===== src/rtl/pcie_ring_dma_ctlr.sv =====
// pcie_ring_dma_ctlr
//   Services a host-side circular ring of fixed-size blocks. Polls the host write pointer,
//   fetches each pending block into the inbound RAM, hands it to the crypto engine, drains
//   the outbound RAM to the host output ring and publishes the updated read pointer.
//   Handles ring wrap-around, multi-block batching and bounded retry on bus errors.
// Ports:
//   clk, rst                      clock, asynchronous active-high reset
//   En                            enable (honoured only in IDLE, WAIT_POLL and ERR)
//   CfgPtrBase/CfgInBase/CfgOutBase  host pointer block, input ring and output ring bases
//   RdRq*                         read request channel (Valid/Addr out, Data/Ready/Err in)
//   WrRq*                         write request channel (Valid/Addr/Data out, Ready/Err in)
//   IbWrEn/IbWrAddr/IbWrData      inbound RAM write port
//   IbDataValid, IbRamValid       block-ready pulse and inbound RAM ownership to the engine
//   ObRdEn/ObRdAddr/ObRdData      outbound RAM read port (one-cycle read latency)
//   ObDataValid, ObRamValid       engine done, outbound RAM ownership
//   Err, RdPtr                    sticky fatal error, current local read pointer
module pcie_ring_dma_ctlr #(
   parameter int unsigned DATA_W       = 128,
   parameter int unsigned BURST_LEN    = 16,
   parameter int unsigned RAM_AW       = 8,
   parameter int unsigned RING_ENTRIES = 64,
   parameter int unsigned COUNTER_LEN  = 6,
   parameter int unsigned MAX_RETRY    = 3,
   localparam int unsigned PW          = $clog2(RING_ENTRIES) + 1
) (
   input  logic              clk,
   input  logic              rst,
   input  logic              En,
   input  logic [63:0]       CfgPtrBase,
   input  logic [63:0]       CfgInBase,
   input  logic [63:0]       CfgOutBase,
   output logic              RdRqValid,
   output logic [63:0]       RdRqAddr,
   input  logic [DATA_W-1:0] RdRqData,
   input  logic              RdRqReady,
   input  logic              RdRqErr,
   output logic              WrRqValid,
   output logic [63:0]       WrRqAddr,
   output logic [DATA_W-1:0] WrRqData,
   input  logic              WrRqReady,
   input  logic              WrRqErr,
   output logic              IbWrEn,
   output logic [RAM_AW-1:0] IbWrAddr,
   output logic [DATA_W-1:0] IbWrData,
   output logic              IbDataValid,
   output logic              IbRamValid,
   output logic              ObRdEn,
   output logic [RAM_AW-1:0] ObRdAddr,
   input  logic [DATA_W-1:0] ObRdData,
   input  logic              ObDataValid,
   output logic              ObRamValid,
   output logic              Err,
   output logic [PW-1:0]     RdPtr
);

   localparam int unsigned     LW          = PW - 1;
   localparam int unsigned     RW          = $clog2(MAX_RETRY + 2);
   localparam logic [63:0]     BEAT_BYTES  = 64'(DATA_W / 8);
   localparam logic [63:0]     BLOCK_BYTES = 64'(BURST_LEN * DATA_W / 8);
   localparam logic [RAM_AW-1:0] LAST_BEAT = RAM_AW'(BURST_LEN - 1);

   typedef enum logic [3:0] {
      StIdle, StPoll, StCheck, StWaitPoll, StFetch,
      StHandoff, StWaitDone, StDrain, StUpdate, StErr
   } state_e;

   state_e                 state_q, state_d;
   logic [PW-1:0]          rdptr_q, rdptr_d, wrptr_q, wrptr_d;
   logic [RAM_AW-1:0]      beat_q, beat_d;
   logic [RW-1:0]          retry_q, retry_d;
   logic [COUNTER_LEN-1:0] poll_q, poll_d;
   logic                   rd_valid_q, rd_valid_d;
   logic [63:0]            rd_addr_q, rd_addr_d;
   logic                   wr_valid_q, wr_valid_d;
   logic [63:0]            wr_addr_q, wr_addr_d;
   logic [DATA_W-1:0]      wr_data_q, wr_data_d;
   logic                   ib_we_q, ib_we_d;
   logic [RAM_AW-1:0]      ib_waddr_q, ib_waddr_d;
   logic [DATA_W-1:0]      ib_wdata_q, ib_wdata_d;
   logic                   ob_ren_q, ob_ren_d;
   logic                   ob_dat_q, ob_dat_d;

   logic        rd_ok, rd_bad, wr_ok, wr_bad;
   logic [63:0] blk_off, beat_off;

   assign rd_ok    = rd_valid_q & RdRqReady & ~RdRqErr;
   assign rd_bad   = rd_valid_q & RdRqReady & RdRqErr;
   assign wr_ok    = wr_valid_q & WrRqReady & ~WrRqErr;
   assign wr_bad   = wr_valid_q & WrRqReady & WrRqErr;
   // Only the low pointer bits select the ring slot; the top bit is the wrap flag.
   assign blk_off  = 64'(rdptr_q[LW-1:0]) * BLOCK_BYTES;
   assign beat_off = 64'(beat_q) * BEAT_BYTES;

   always_comb begin
      state_d    = state_q;
      rdptr_d    = rdptr_q;
      wrptr_d    = wrptr_q;
      beat_d     = beat_q;
      retry_d    = retry_q;
      poll_d     = poll_q;
      rd_valid_d = rd_valid_q;
      rd_addr_d  = rd_addr_q;
      wr_valid_d = wr_valid_q;
      wr_addr_d  = wr_addr_q;
      wr_data_d  = wr_data_q;
      ib_we_d    = 1'b0;
      ib_waddr_d = ib_waddr_q;
      ib_wdata_d = ib_wdata_q;
      ob_ren_d   = 1'b0;
      ob_dat_d   = 1'b0;

      // Requests are launched from an idle channel, so Valid is always low for at least
      // one cycle after a completed transfer.
      case (state_q)
         StIdle: if (En) state_d = StPoll;
         StPoll: begin
            if (!rd_valid_q) begin
               rd_valid_d = 1'b1;
               rd_addr_d  = CfgPtrBase + 64'h10;
            end
            if (rd_ok) begin
               rd_valid_d = 1'b0;
               wrptr_d    = RdRqData[PW-1:0];
               state_d    = StCheck;
            end
         end
         StCheck: begin
            beat_d  = '0;
            poll_d  = '0;
            state_d = (wrptr_q == rdptr_q) ? StWaitPoll : StFetch;
         end
         StWaitPoll: begin
            poll_d = poll_q + 1'b1;
            if (!En)        state_d = StIdle;
            else if (&poll_q) state_d = StPoll;
         end
         StFetch: begin
            if (!rd_valid_q) begin
               rd_valid_d = 1'b1;
               rd_addr_d  = CfgInBase + blk_off + beat_off;
            end
            if (rd_ok) begin
               rd_valid_d = 1'b0;
               ib_we_d    = 1'b1;
               ib_waddr_d = beat_q;
               ib_wdata_d = RdRqData;
               beat_d     = beat_q + 1'b1;
               if (beat_q == LAST_BEAT) state_d = StHandoff;
            end
         end
         StHandoff: state_d = StWaitDone;
         StWaitDone: begin
            if (ObDataValid) begin
               beat_d  = '0;
               state_d = StDrain;
            end
         end
         StDrain: begin
            // One beat in flight at a time: RAM read, capture, then host write.
            if (!wr_valid_q && !ob_ren_q && !ob_dat_q) ob_ren_d = 1'b1;
            ob_dat_d = ob_ren_q;
            if (ob_dat_q) begin
               wr_valid_d = 1'b1;
               wr_addr_d  = CfgOutBase + blk_off + beat_off;
               wr_data_d  = ObRdData;
            end
            if (wr_ok) begin
               wr_valid_d = 1'b0;
               beat_d     = beat_q + 1'b1;
               if (beat_q == LAST_BEAT) begin
                  rdptr_d = rdptr_q + 1'b1;
                  state_d = StUpdate;
               end
            end
         end
         StUpdate: begin
            if (!wr_valid_q) begin
               wr_valid_d = 1'b1;
               wr_addr_d  = CfgPtrBase;
               wr_data_d  = DATA_W'(rdptr_q);
            end
            if (wr_ok) begin
               wr_valid_d = 1'b0;
               beat_d     = '0;
               poll_d     = '0;
               state_d    = (rdptr_q != wrptr_q) ? StFetch : StWaitPoll;
            end
         end
         StErr: begin
            rd_valid_d = 1'b0;
            wr_valid_d = 1'b0;
            if (!En) state_d = StIdle;
         end
         default: state_d = StIdle;
      endcase

      // An errored transfer keeps Valid/Addr/Data, which reissues it next cycle.
      if (rd_bad || wr_bad) begin
         if (retry_q == RW'(MAX_RETRY)) begin
            state_d    = StErr;
            rd_valid_d = 1'b0;
            wr_valid_d = 1'b0;
            retry_d    = '0;
         end else begin
            retry_d = retry_q + 1'b1;
         end
      end else if (rd_ok || wr_ok) begin
         retry_d = '0;
      end
   end

   always_ff @(posedge clk or posedge rst) begin
      if (rst) begin
         state_q    <= StIdle;
         rdptr_q    <= '0;
         wrptr_q    <= '0;
         beat_q     <= '0;
         retry_q    <= '0;
         poll_q     <= '0;
         rd_valid_q <= 1'b0;
         rd_addr_q  <= '0;
         wr_valid_q <= 1'b0;
         wr_addr_q  <= '0;
         wr_data_q  <= '0;
         ib_we_q    <= 1'b0;
         ib_waddr_q <= '0;
         ib_wdata_q <= '0;
         ob_ren_q   <= 1'b0;
         ob_dat_q   <= 1'b0;
      end else begin
         state_q    <= state_d;
         rdptr_q    <= rdptr_d;
         wrptr_q    <= wrptr_d;
         beat_q     <= beat_d;
         retry_q    <= retry_d;
         poll_q     <= poll_d;
         rd_valid_q <= rd_valid_d;
         rd_addr_q  <= rd_addr_d;
         wr_valid_q <= wr_valid_d;
         wr_addr_q  <= wr_addr_d;
         wr_data_q  <= wr_data_d;
         ib_we_q    <= ib_we_d;
         ib_waddr_q <= ib_waddr_d;
         ib_wdata_q <= ib_wdata_d;
         ob_ren_q   <= ob_ren_d;
         ob_dat_q   <= ob_dat_d;
      end
   end

   assign RdRqValid   = rd_valid_q;
   assign RdRqAddr    = rd_addr_q;
   assign WrRqValid   = wr_valid_q;
   assign WrRqAddr    = wr_addr_q;
   assign WrRqData    = wr_data_q;
   assign IbWrEn      = ib_we_q;
   assign IbWrAddr    = ib_waddr_q;
   assign IbWrData    = ib_wdata_q;
   assign IbDataValid = (state_q == StHandoff);
   assign IbRamValid  = (state_q == StHandoff) || (state_q == StWaitDone);
   assign ObRdEn      = ob_ren_q;
   assign ObRdAddr    = beat_q;
   assign ObRamValid  = (state_q == StDrain);
   assign Err         = (state_q == StErr);
   assign RdPtr       = rdptr_q;

endmodule


===== config.mk =====
export PLATFORM = sky130hd
export DESIGN_NAME = pcie_ring_dma_ctlr
export DESIGN_NICKNAME = d
export VERILOG_FILES = /design/src/rtl/pcie_ring_dma_ctlr.sv
export SDC_FILE = /design/constraint.sdc
export NUM_CORES = 1
export LEC_CHECK = 0
export ABC_AREA = 1
export CORE_AREA = 3 3 335 337
export DETAILED_ROUTE_END_ITERATION = 8
export DIE_AREA = 0 0 338 340
export PLACE_DENSITY = 0.46
export SETUP_SLACK_MARGIN = 0.15
export SLEW_MARGIN = 10
export SYNTH_ARGS = -nofsm -noshare
export SYNTH_HDL_FRONTEND = slang
export SYNTH_SLANG_ARGS = --single-unit

===== constraint.sdc =====
create_clock -name clk -period 46.1 [get_ports clk]
set_input_delay 9.22 -clock clk [delete_from_list [all_inputs] [get_ports clk]]
set_output_delay 9.22 -clock clk [all_outputs]
set_load 0.01 [all_outputs]

After elaboration in Yosys (flattened, before gate mapping)
Index checks and enable logic that the tools add are counted.
- register bits after elaboration: 432
- bits in latches: 0
- bits in writable memories: 0
- ROM bits: 0
- output and inout port bits: 415
- memories: 0
- add/sub/neg operators: 9
- multiply operators: 0
- divide/modulo/power cells: 0
- $lt $le $gt $ge: 0
- equal/unequal tests: 21
- shift operators: 0
- muxes and demuxes: 50
- bitwise logic cells: 8
- reduce and logical (&&, ||, !) cells: 23
- operators with widths (cell ; number):
    2-to-1 mux 128 bit ; 2
    2-to-1 mux 64 bit ; 4
    case mux 128 bit (2 select lines) ; 1
    case mux 64 bit (2 select lines) ; 2
    adder 64 x 12 -> 64 bit ; 2
    adder 64 x 14 -> 64 bit ; 2
    adder 64 x 5 -> 64 bit (second input constant) ; 1
    2-to-1 mux 4 bit ; 13
    case mux 4 bit (10 select lines) ; 1
    case mux 8 bit (5 select lines) ; 1
    2-to-1 mux 8 bit ; 4
    case mux 6 bit (3 select lines) ; 1
    == test 4 x 3 -> 1 bit (second input constant) ; 4
    2-to-1 mux 3 bit ; 5
    2-to-1 mux 1 bit ; 13
    inequality test 2 bit (second input constant) ; 6
    AND reduction 3 bit ; 3
    adder 8 x 1 -> 8 bit (second input constant) ; 1
    == test 4 x 2 -> 1 bit (second input constant) ; 2
    == test 4 bit (second input constant) ; 2
    == test 8 x 4 -> 1 bit (second input constant) ; 1
    adder 7 x 1 -> 7 bit (second input constant) ; 1
    == test 7 bit ; 1
    inequality test 7 bit ; 1
    other kinds (21) ; 37

Logic depth before layout (Yosys ltp)
- word-level depth: 6
- depth in mapped cells: 19
- depth with buffers taken out: 19

Least setup slack after synthesis
OpenSTA, ideal clock, no wires.
- path type: input -> register
- start point: in CfgOutBase[8]
- end point: reg wr_addr_q[39], in the netlist WrRqAddr[39]
- arrival: 11.165 ns
- data required time: 45.983 ns
- path slack: 34.818 ns
- cell stages on the path: 16
- buffers on the path: 1
- cells stage by stage: inv_1 fa_1 inv_1 ha_1 nand2_1 o21ai_2 nand2_1 nand2_1 nand2_1 nand2_1 buf_2 nand3_1 nand2_1 nand3_1 nand2_1 nand2_1
- cells in the longest elaborated chain, start to end: 4
- RTL lines (element ; line ; text):
    start, declared ; 31 ; input logic [63:0] CfgOutBase,
    adder 64 x 14 -> 64 bit ; 164 ; wr_addr_d = CfgOutBase + blk_off + beat_off;
    adder 64 x 12 -> 64 bit ; 164 ;
    2-to-1 mux 64 bit ; 162 ; if (ob_dat_q) begin
    case mux 64 bit (2 select lines) ; 114 ; case (state_q)
    end signal, assigned ; 240 ; wr_addr_q <= wr_addr_d;
    end, declared ; 75 ; logic [63:0] wr_addr_q, wr_addr_d;
No other way between the ends. The select of a mux whose other input is x is not followed.
A chain may end at the register's enable or synchronous reset.

==> flow_summary.yaml <==
placed_design:
  gp_congestion: 1.002
  placed_area_um2: 34920
  post-place-ws_ns: 33.22
  hpwl_um: 113700
  io_buffers: 870
  dpl.cell_count: 5597
clock_network:
  postCtsSetupBuffers: 0
  cts_buffer_depth: 3
  numClockSinks: 432
  cts_buffers: 56
  ctsHoldBuffers: 0
  clk_pin_slew_ns: 0.06
  cts_htree_levels: 2
  clock_latency_ns: 0.67
  cts_tree: "yes"
  root_buffer: "clkbuf_16"
  ctsResizeCount: 0
sta:
  slew_headroom_pct: 28.20
  slew_violations: 0
  hold_viol_final: 0
  rsz0062_at_grt: "false"
  worst_pin_slew_ns: 1.077
  setup_violations: 0
  layout_setup_ws_ns: 34.06
  finClkSkew_ns: 0.03384
  max_freq_mhz: 83.03
  finalCriticalPeriod_ns: 12.04
  tns_ns: 0
  period_share_pct: 26.13
flow_run:
  drv_cap: 0
power_and_ir_drop:
  comb_power_share_pct: 39.7
  switching_share_pct: 38.34
  pwr-share-seq_pct: 33.3
  power.share.clock_pct: 27.0
  p_sw_mw: 0.6785
  p_leak_nw: 16.74
  peakVddDrop_v: 0.00003086
  internal_power_mw: 1.091
  p_per_area_nw_per_um2: 47.95
final_layout:
  seq_area_um2: 10810
  final_cell_count_no_fill: 5701
  layout-drive-gt1-share_pct: 4.145
  area_growth_pct: 49.22
  multi_input_area_um2: 12250
  fin_area_um2: 36910
  fill_cells: 11710
  fin_nets: 4682
synthesis:
  async_reset_ff_share_pct: 100.0
  synth-seq-area-share_pct: 43.71
  syn_area_um2: 24730
  synth_fp_nets: 3862
  synthFlopType: "dfrtp_1"
  netlist_instances: 3359
  synth.distinct_cells: 50
  ys_warn_count: 0
  synth-edff-count: 0
  syn_avg_cell_area_um2: 7.363
  synth_seq_cells: 432
floorplan:
  initial_utilization_pct: 22.66
  die_x_um: 338
  die_h_um: 340
  core_um2: 109200
  pin_count: 871
  dieArea_um2: 114900
  rows: 121
routing:
  finalWirelength_um: 142000
  num_vias: 26780
  final_antenna_net_count: 0
  firstDrtPassIters: 6
  drc_errors: 0
  wire_per_inst_um: 24.91
  initialDrtViolationCount: 2120
  viasPerCell: 4.697
critical_path:
  r2r_slack_ns: 42.51
  worstPathArrival_ns: 12.71
  startpoint_type: "primary input"
  r2r_start: "state_q[1]"
  endpoint_kind: "asynchronous set/reset pin"
  path_max_fanout: 149
  setup.worst_path.start: "rst"
  critPathRequiredTime_ns: 46.76
  critPathKind: "primary input to asynchronous set/reset pin"
hold_path:
  hold_class: "flop to flop"
  hold_start: "ObRdEn"
grt:
  grt_pass1_wl_um: 197700
  grt_pass1_vias: 26060
  grt_max_degree: 150
  track_usage_pct: 23.76
  globalRouteOverflowTotal: 0
  antenna_found_initial: 23
outcome:
  status: "complete, no violations"
==> cells by family after synthesis <==
kind of cell,count (synthesis),share of synthesized area (%)
flip-flops,432,43.71
buffers and inverters,427,6.890
AND/OR/NAND/NOR,1952,32.80
adder cells (fa/ha/maj),47,2.681
multiplexers,1,0.04552
XOR/XNOR,53,1.877
AO/OA/AOI/OAI,447,12.00
==> cells in the mapped netlist (all sizes together) (2+ instances only) <==
master	n	area [µm²]
a21boi	2	15.01
a21o	2	15.01
a21oi	155	779.5
a22oi	2	15.01
a31oi	26	162.7
a32o	122	1221
buf	78	392.9
clkbuf	51	191.4
dfrtp	432	10810
fa	10	200.2
ha	37	462.9
inv	297	1115
nand2	1207	4538
nand3	241	1226
nand3b	22	165.2
nand4	60	375.4
nor2	354	1406
nor3	46	257.8
nor3b	4	30.03
nor4	3	18.77
o211ai	9	67.56
o21ai	115	583.1
o21bai	3	22.52
o221ai	2	17.52
o22ai	4	25.02
or2	13	81.33
xnor2	15	131.4
xor2	38	332.8
==> state kept, by name (all words and copies together), names as in the netlist, 3 cells and up <==
signal / cells
IbWrAddr: 8
IbWrData: 128
ObRdAddr: 8
RdPtr: 7
RdRqAddr: 64
WrRqAddr: 64
WrRqData: 128
poll_q: 6
retry_q: 3
state_q: 4
wrptr_q: 7
==> through the flow <==
stage / power, mW / utilization, % / hold slack, ns
final: 1.770 / 33.81 / 0.4559
after global routing: 1.867 / 33.81 / 0.4727
after CTS: 1.793 / 33.81 / 0.4639
after detailed placement: 1.301 / 31.99 / 0.4569
after global placement: 1.304 / 31.99 / 0.4525
after floorplan: 0.8534 / - / 0.4584
==> final timing paths <==
path	depth (start not counted)	to
min in group asynchronous	2	WrRqData[26]
setup / recovery	5	IbWrData[117]
hold reg to reg	1	ObRdEn
hold / removal	1	ObRdEn
max in group clk	15	RdRqAddr[43]
setup reg to reg	9	WrRqAddr[37]
==> power by group through the flow <==
stage                     Combinational [mW]  Clock [mW]  Sequential, mW
after floorplan                        0.240           0           0.614
after global placement                 0.711           0           0.593
after detailed placement               0.709           0           0.592
after global routing                   0.759       0.505           0.603
final                                  0.702       0.478           0.589
after CTS                              0.712       0.491           0.590
==> cell usage in the layout, fill, tap and decap left out, drive strengths merged, types with 37 or more instances in the layout <==
| master | instances |
|---|---|
| dfrtp | 432 |
| o21ai | 115 |
| nand4 | 60 |
| clkbuf | 79 |
| xor2 | 38 |
| nand3 | 241 |
| a21oi | 155 |
| ha | 37 |
| nor3 | 46 |
| nand2 | 1207 |
| clkdlybuf4s50 | 870 |
| inv | 301 |
| nor2 | 354 |
| a32o | 122 |
==> critical path, stage by stage <==
cell	delay, ns
clkdlybuf4s50_1	0.49
inv_8	0.52
buf_4	0.77
buf_4	0.71
buf_12	0.65
==> final cells by class <==
type / count / area share [%]
multi-input cells: 2500 / 33.19
well taps: 1476 / 5.004
diodes: 3 / 0.02034
clock inverters: 22 / 0.9018
clock buffers: 79 / 4.465
repair buffers: 891 / 24.06
inverters: 298 / 3.061
flip-flops and latches: 432 / 29.30
==> routing by layer <==
metal  GRT usage, %  wire length, µm  vias up
met5              0              100        -
met4          6.466             3937       14
met3          4.658             9342      167
met2          39.12            66770      952
met1          31.62            61850    12980
li1               -                -    12660
Power figures use the tool's default switching activity.
